File: src/rtl/price_pkg.sv
// Shared types and constants for the price frame assembler.
package price_pkg;

  localparam int         PRICE_W           = 32;
  localparam logic [7:0] SYNC_BYTE_DEFAULT = 8'hA5;

  // Frame parser states: wait for sync, collect 4 payload bytes, compare checksum.
  typedef enum logic [1:0] {
    IDLE    = 2'd0,
    PAYLOAD = 2'd1,
    CHECK   = 2'd2
  } state_e;

endpackage

File: src/rtl/price_assembler_if.sv
// Byte-stream input and price/status outputs of the price assembler.
interface price_assembler_if;
  import price_pkg::*;

  logic [7:0]         byte_data;
  logic               byte_valid;
  logic [PRICE_W-1:0] stock_price;
  logic               data_ready;
  logic               frame_error;
  logic [7:0]         err_count;

  // Source of the byte stream / consumer of prices.
  modport master (
    output byte_data, byte_valid,
    input  stock_price, data_ready, frame_error, err_count
  );

  // The assembler itself.
  modport slave (
    input  byte_data, byte_valid,
    output stock_price, data_ready, frame_error, err_count
  );

endinterface

File: src/rtl/gap_timer.sv
// Counts consecutive idle cycles inside a frame; flags the idle cycle that
// brings the count to TIMEOUT_CYCLES.
module gap_timer #(
  parameter int TIMEOUT_CYCLES = 1000
) (
  input  logic clk,
  input  logic n_rst,    // synchronous, active-high
  input  logic clear,    // valid byte seen or parser in IDLE
  input  logic enable,   // idle cycle mid-frame
  output logic expired
);

  localparam int CNT_W = (TIMEOUT_CYCLES > 1) ? $clog2(TIMEOUT_CYCLES) : 1;

  logic [CNT_W-1:0] count_q, count_d;

  // Next count: clear wins, expiry restarts from zero, otherwise count idle cycles.
  // NOTE: every combinational output gets a default first so no path can infer a latch.
  always_comb begin
    expired = enable && !clear && (count_q == CNT_W'(TIMEOUT_CYCLES - 1));
    count_d = count_q;
    if (clear || expired) begin
      count_d = '0;
    end else if (enable) begin
      count_d = count_q + 1'b1;
    end
  end

  // Counter register with synchronous reset.
  // NOTE: state is updated with non-blocking assignments so all flops sample the same edge values.
  always_ff @(posedge clk) begin
    if (n_rst) begin
      count_q <= '0;
    end else begin
      count_q <= count_d;
    end
  end

endmodule

File: src/rtl/price_assembler.sv
// Parses SYNC + 4 big-endian payload bytes + XOR checksum frames into a
// registered price, with error pulses and a saturating error counter.
module price_assembler
  import price_pkg::*;
#(
  parameter int         TIMEOUT_CYCLES = 1000,
  parameter logic [7:0] SYNC_BYTE      = SYNC_BYTE_DEFAULT
) (
  input  logic             clk,
  input  logic             n_rst,   // synchronous, active-high
  price_assembler_if.slave bus
);

  state_e             state_q, state_d;
  logic [1:0]         idx_q, idx_d;
  logic [7:0]         csum_q, csum_d;
  logic [PRICE_W-1:0] shadow_q, shadow_d;
  logic [PRICE_W-1:0] price_q, price_d;
  logic               ready_q, ready_d;
  logic               ferr_q, ferr_d;
  logic [7:0]         errcnt_q, errcnt_d;
  logic               err_event;

  logic gap_clear, gap_enable, gap_expired;

  // The gap counter only runs while a frame is open and no byte arrives.
  assign gap_clear  = bus.byte_valid || (state_q == IDLE);
  assign gap_enable = !bus.byte_valid && (state_q != IDLE);

  gap_timer #(
    .TIMEOUT_CYCLES (TIMEOUT_CYCLES)
  ) u_gap_timer (
    .clk     (clk),
    .n_rst   (n_rst),
    .clear   (gap_clear),
    .enable  (gap_enable),
    .expired (gap_expired)
  );

  // Frame parser next-state, payload capture and status outputs.
  always_comb begin
    state_d   = state_q;
    idx_d     = idx_q;
    csum_d    = csum_q;
    shadow_d  = shadow_q;
    price_d   = price_q;
    ready_d   = 1'b0;
    ferr_d    = 1'b0;
    errcnt_d  = errcnt_q;
    err_event = 1'b0;

    unique case (state_q)
      IDLE: begin
        if (bus.byte_valid && (bus.byte_data == SYNC_BYTE)) begin
          state_d = PAYLOAD;
          idx_d   = 2'd0;
          csum_d  = 8'h00;
        end
      end
      PAYLOAD: begin
        if (bus.byte_valid) begin
          // Shifting in from the right leaves byte 0 in [31:24] after 4 bytes.
          shadow_d = {shadow_q[PRICE_W-9:0], bus.byte_data};
          csum_d   = csum_q ^ bus.byte_data;
          idx_d    = idx_q + 2'd1;
          if (idx_q == 2'd3) begin
            state_d = CHECK;
          end
        end
      end
      CHECK: begin
        if (bus.byte_valid) begin
          state_d = IDLE;
          if (bus.byte_data == csum_q) begin
            price_d = shadow_q;
            ready_d = 1'b1;
          end else begin
            err_event = 1'b1;
          end
        end
      end
      default: state_d = IDLE;
    endcase

    // Only fires on an idle cycle mid-frame, so it never races a byte.
    if (gap_expired) begin
      state_d   = IDLE;
      err_event = 1'b1;
    end

    if (err_event) begin
      ferr_d = 1'b1;
      if (errcnt_q != 8'hFF) begin
        errcnt_d = errcnt_q + 8'd1;
      end
    end
  end

  // State and output registers; reset clears everything including the partial frame.
  always_ff @(posedge clk) begin
    if (n_rst) begin
      state_q  <= IDLE;
      idx_q    <= 2'd0;
      csum_q   <= 8'h00;
      shadow_q <= '0;
      price_q  <= '0;
      ready_q  <= 1'b0;
      ferr_q   <= 1'b0;
      errcnt_q <= 8'h00;
    end else begin
      state_q  <= state_d;
      idx_q    <= idx_d;
      csum_q   <= csum_d;
      shadow_q <= shadow_d;
      price_q  <= price_d;
      ready_q  <= ready_d;
      ferr_q   <= ferr_d;
      errcnt_q <= errcnt_d;
    end
  end

  assign bus.stock_price = price_q;
  assign bus.data_ready  = ready_q;
  assign bus.frame_error = ferr_q;
  assign bus.err_count   = errcnt_q;

endmodule

File: src/flat_wrapper.sv
// flat-port wrapper written by rule: the top's interface ports become plain ports
module price_assembler_flat import price_pkg::*;
#(
  parameter int         TIMEOUT_CYCLES = 1000,
  parameter logic [7:0] SYNC_BYTE      = SYNC_BYTE_DEFAULT
)
  (clk, n_rst, bus_byte_data, bus_byte_valid, bus_stock_price, bus_data_ready, bus_frame_error, bus_err_count);
  price_assembler_if bus_i ();
  input  logic clk;
  input  logic n_rst;
  input wire logic [$bits(bus_i.byte_data)-1:0] bus_byte_data;
  input wire logic [$bits(bus_i.byte_valid)-1:0] bus_byte_valid;
  output wire logic [$bits(bus_i.stock_price)-1:0] bus_stock_price;
  output wire logic [$bits(bus_i.data_ready)-1:0] bus_data_ready;
  output wire logic [$bits(bus_i.frame_error)-1:0] bus_frame_error;
  output wire logic [$bits(bus_i.err_count)-1:0] bus_err_count;
  assign bus_i.byte_data = bus_byte_data;
  assign bus_i.byte_valid = bus_byte_valid;
  assign bus_stock_price = bus_i.stock_price;
  assign bus_data_ready = bus_i.data_ready;
  assign bus_frame_error = bus_i.frame_error;
  assign bus_err_count = bus_i.err_count;
  price_assembler #(.TIMEOUT_CYCLES(TIMEOUT_CYCLES), .SYNC_BYTE(SYNC_BYTE)) u_core (.clk(clk), .n_rst(n_rst), .bus(bus_i));
endmodule
File: config.mk
export PLATFORM = sky130hd
export DESIGN_NAME = price_assembler_flat
export DESIGN_NICKNAME = d
export VERILOG_FILES = /design/src/rtl/price_pkg.sv /design/src/rtl/price_assembler_if.sv /design/src/rtl/gap_timer.sv /design/src/rtl/price_assembler.sv /design/src/flat_wrapper.sv
export SDC_FILE = /design/constraint.sdc
export NUM_CORES = 1
export LEC_CHECK = 0
export ABC_AREA = 0
export CELL_PAD_IN_SITES_DETAIL_PLACEMENT = 0
export CELL_PAD_IN_SITES_GLOBAL_PLACEMENT = 1
export CORE_ASPECT_RATIO = 1.25
export CORE_UTILIZATION = 44
export DETAILED_ROUTE_END_ITERATION = 10
export PLACE_DENSITY = 0.87
export RECOVER_POWER = 50
export REMOVE_ABC_BUFFERS = 1
export SLEW_MARGIN = 20
export SYNTH_ARGS = -nofsm -noshare
export SYNTH_HDL_FRONTEND = slang
export SYNTH_SLANG_ARGS = --single-unit
File: constraint.sdc
create_clock -name clk -period 2.9 [get_ports clk]
set_input_delay 0.29 -clock clk [delete_from_list [all_inputs] [get_ports clk]]
set_output_delay 0.29 -clock clk [all_outputs]
set_load 0.05 [all_outputs]
==> flow_summary_export.csv <==
group,metric,value,unit
floorplan,rows,37,
setup_path,cp.arrival,2.52,ns
global_route,grt_pass1_wl,12200,um
layout,area_growth,20.7,%
clocking,cts_buffer_depth,2,
clocking,cts_tree,"yes",
global_route,grt_overflow_total,0,
hold_path,min_path_type,"flop to flop",
hold_path,worst_hold_path.endpoint,"u_core.shadow_q[30]",
timing,rsz0062_at_grt,"no",
global_route,antenna_found_initial,0,
clocking,ctsResizeCount,0,
floorplan,io_pins,53,
timing,clock_skew,0.0124,ns
logic_synthesis,synthCells,423,
timing,fmax,436,MHz
logic_synthesis,yosys_warnings,0,
route,drtPass1Iterations,10,
place,io_buffer_count,52,
logic_synthesis,postSynth.asyncResetShare,0,%
layout,drive_gt1_share,5.91,%
logic_synthesis,syn-cell-area,3740,sq um
logic_synthesis,synth_top_area_cell,"dfxtp_1",
floorplan,die_area,8880,sq um
clocking,ctsHtreeMaxLevel,3,
setup_path,start_kind,"input port",
timing,whs,0.460,ns
global_route,grt_pass1_vias,2694,
clocking,root_buffer,"clkbuf_8",
setup_path,path_max_fanout,44,
place,place.gp.congestion,0.825,
pwr,p_total,2200,uW
setup_path,worstPathRequired,3.13,ns
place,dp_hpwl,4790,um
route,vias_per_cell,5.18,
logic_synthesis,ys_top_cells_by_area,"dfxtp_1 (51%), mux2i_1 (8.8%), nand2_1 (7.1%)",
layout,post-route-util,54.8,%
floorplan,coreArea,8240,sq um
floorplan,initial_utilization,45.4,%
setup_path,crit_type,"input port to flop",
timing,slew_viol_final,45,
status,failed_checks,"DRC, capacitance limit, slew limit",
timing,hold_viol_final,0,
clocking,cts_made_buffers,9,
layout,nNetsFinal,483,
pwr,leakage,0.00152,uW
logic_synthesis,syn_area_per_cell,8.85,sq um
logic_synthesis,yosysTopAreaCellShare,51.3,%
floorplan,die_w,84.5,um
logic_synthesis,ys_types,41,
route,drt_iter0_drc,140,
place,placed_area,4360,sq um
setup_path,worst_setup_path_end_kind,"flop",
route,drc,6,
floorplan,die_y,105,um
status,status,"complete, but fails checks",
place,place_ws,0.427,ns
logic_synthesis,synth_edf_count,0,
route,via_count,2958,
timing,finalSetupViolCount,0,
clocking,cts.sinks,96,
run,drv_cap,1,
global_route,grtUsageTotal,17.2,%
clocking,clock_latency,0.37,ns
route,wire_per_inst,12.7,um
logic_synthesis,ys_top_cells_by_count,"dfxtp_1 (96), nand2_1 (71), nor2_1 (61), a21oi_1 (49), mux2i_1 (33)",
route,routed_wl,7270,um
logic_synthesis,synth_most_common_cell,"dfxtp_1",
setup_path,reg2reg_depth,6,
layout,finish.instance_area,4520,sq um
setup_path,rr_endpoint,"u_core.bus.err_count[3]",
logic_synthesis,synth_seq_cells,96,
clocking,clk_pin_slew,0.10,ns
setup_path,r2r_start,"u_core.u_gap_timer.count_q[0]",
hold_path,hp-start,"u_core.shadow_q[30]",
timing,worst_slack,0.607,ns
setup_path,r2r_slack,0.82,ns
timing,fin_crit_sh,79.1,%
timing,fin_crit,2.29,ns
route,ant_nets,0,
logic_synthesis,synth_flop_cell,"dfxtp_1",
clocking,hold_buffers,0,
timing,max_slew_margin,-23.7,%
layout,antenna_cells,0,
clocking,postCtsSetupBuffers,0,
global_route,grt_max_degree,45,
pwr,p_per_area,488,nW/um^2
pwr,vdd_drop_max,334,uV
logic_synthesis,seq_area_frac_synth,51.3,%
timing,worstMarginPinSlew,1.86,ns
hold_path,min_path_cells,2,
## cells in the final DEF (no fill, tap or decap), drive strengths merged, types with 2 or more instances in the layout
cell type      instances
and3                   3
dlygate4sd3           16
mux2i                 33
or3                    3
xnor2                 12
buf                    3
clkinvlp               3
and4                   2
a211oi                 2
nor3                  10
inv                    9
nor2                  61
a21oi                 50
nand3                  5
and2                   2
o21ai                 10
dfxtp                 96
clkdlybuf4s50         35
ha                     3
clkbuf                14
a311oi                 3
nand2                 71
nand4                  6
o21bai                 2
a41o                   2
xor2                   4
## sequential cells by signal, indices dropped and copies added, names as in the netlist
register,flops
u_core.u_gap_timer.count_q,10
u_core.bus.stock_price,32
u_core.csum_q,8
u_core.bus.data_ready,1
u_core.bus.err_count,8
u_core.shadow_q,32
u_core.bus.frame_error,1
u_core.state_q,2
u_core.idx_q,2
## area by class of cell
| type | instances | area (sq um) |
|---|---|---|
| Fill cell | 766 | 3720 |
| Timing Repair Buffer | 59 | 554 |
| Sequential cell | 96 | 1920 |
| Multi-Input combinational cell | 297 | 1710 |
| Clock inverter | 7 | 65.1 |
| Inverter | 6 | 22.5 |
| Tap cell | 97 | 121 |
| Clock buffer | 9 | 124 |
## stage by stage
step / cells / TNS (ns)
floorplan: 399 / -0.937
global placement: 555 / 0
detailed placement: 555 / 0
CTS: 571 / 0
global route: 571 / 0
finish: 571 / 0
## metal layers
| metal | vias up | track usage (%) | share of wire (%) |
|---|---|---|---|
| met5 | - | 0 | 0 |
| met4 | 0 | 7.14 | 0.76 |
| met3 | 4 | 5.61 | 4.7 |
| met2 | 52 | 28.1 | 48 |
| met1 | 1369 | 20.6 | 46 |
| li1 | 1533 | - | - |
## worst max-delay path, stage by stage
cell      delay (ns)
clkbuf_1        1.31
clkbuf_2        0.78
nor3_1          0.13
## cell families after synthesis
group	Yosys count	synth area share [%]
flip-flops	96	51.3
XOR/XNOR	16	3.74
AO/OA/AOI/OAI	74	11.7
AND/OR/NAND/NOR	170	19.8
buffers and inverters	30	3.18
multiplexers	34	9.22
adder cells (fa/ha/maj)	3	1.00
## worst max-delay path by stage
stage,end,slack (ns),startpoint
2_1_floorplan,u_core.bus.stock_price[0],-0.03,u_core.csum_q[0]
3_3_place_gp,u_core.bus.err_count[4],0.50,bus_byte_data[6]
3_5_place_dp,u_core.bus.err_count[3],0.43,bus_byte_data[7]
4_1_cts,u_core.bus.err_count[3],0.82,bus_byte_data[7]
5_1_grt,u_core.csum_q[3],0.35,n_rst
6_report,u_core.csum_q[3],0.61,n_rst
## report_power, final
part           internal, uW  switching (uW)
logic                  19.2            34.8
registers              1320           0.174
clock network           331             502
total                  1670             537
(Power assumes the default switching activity.)
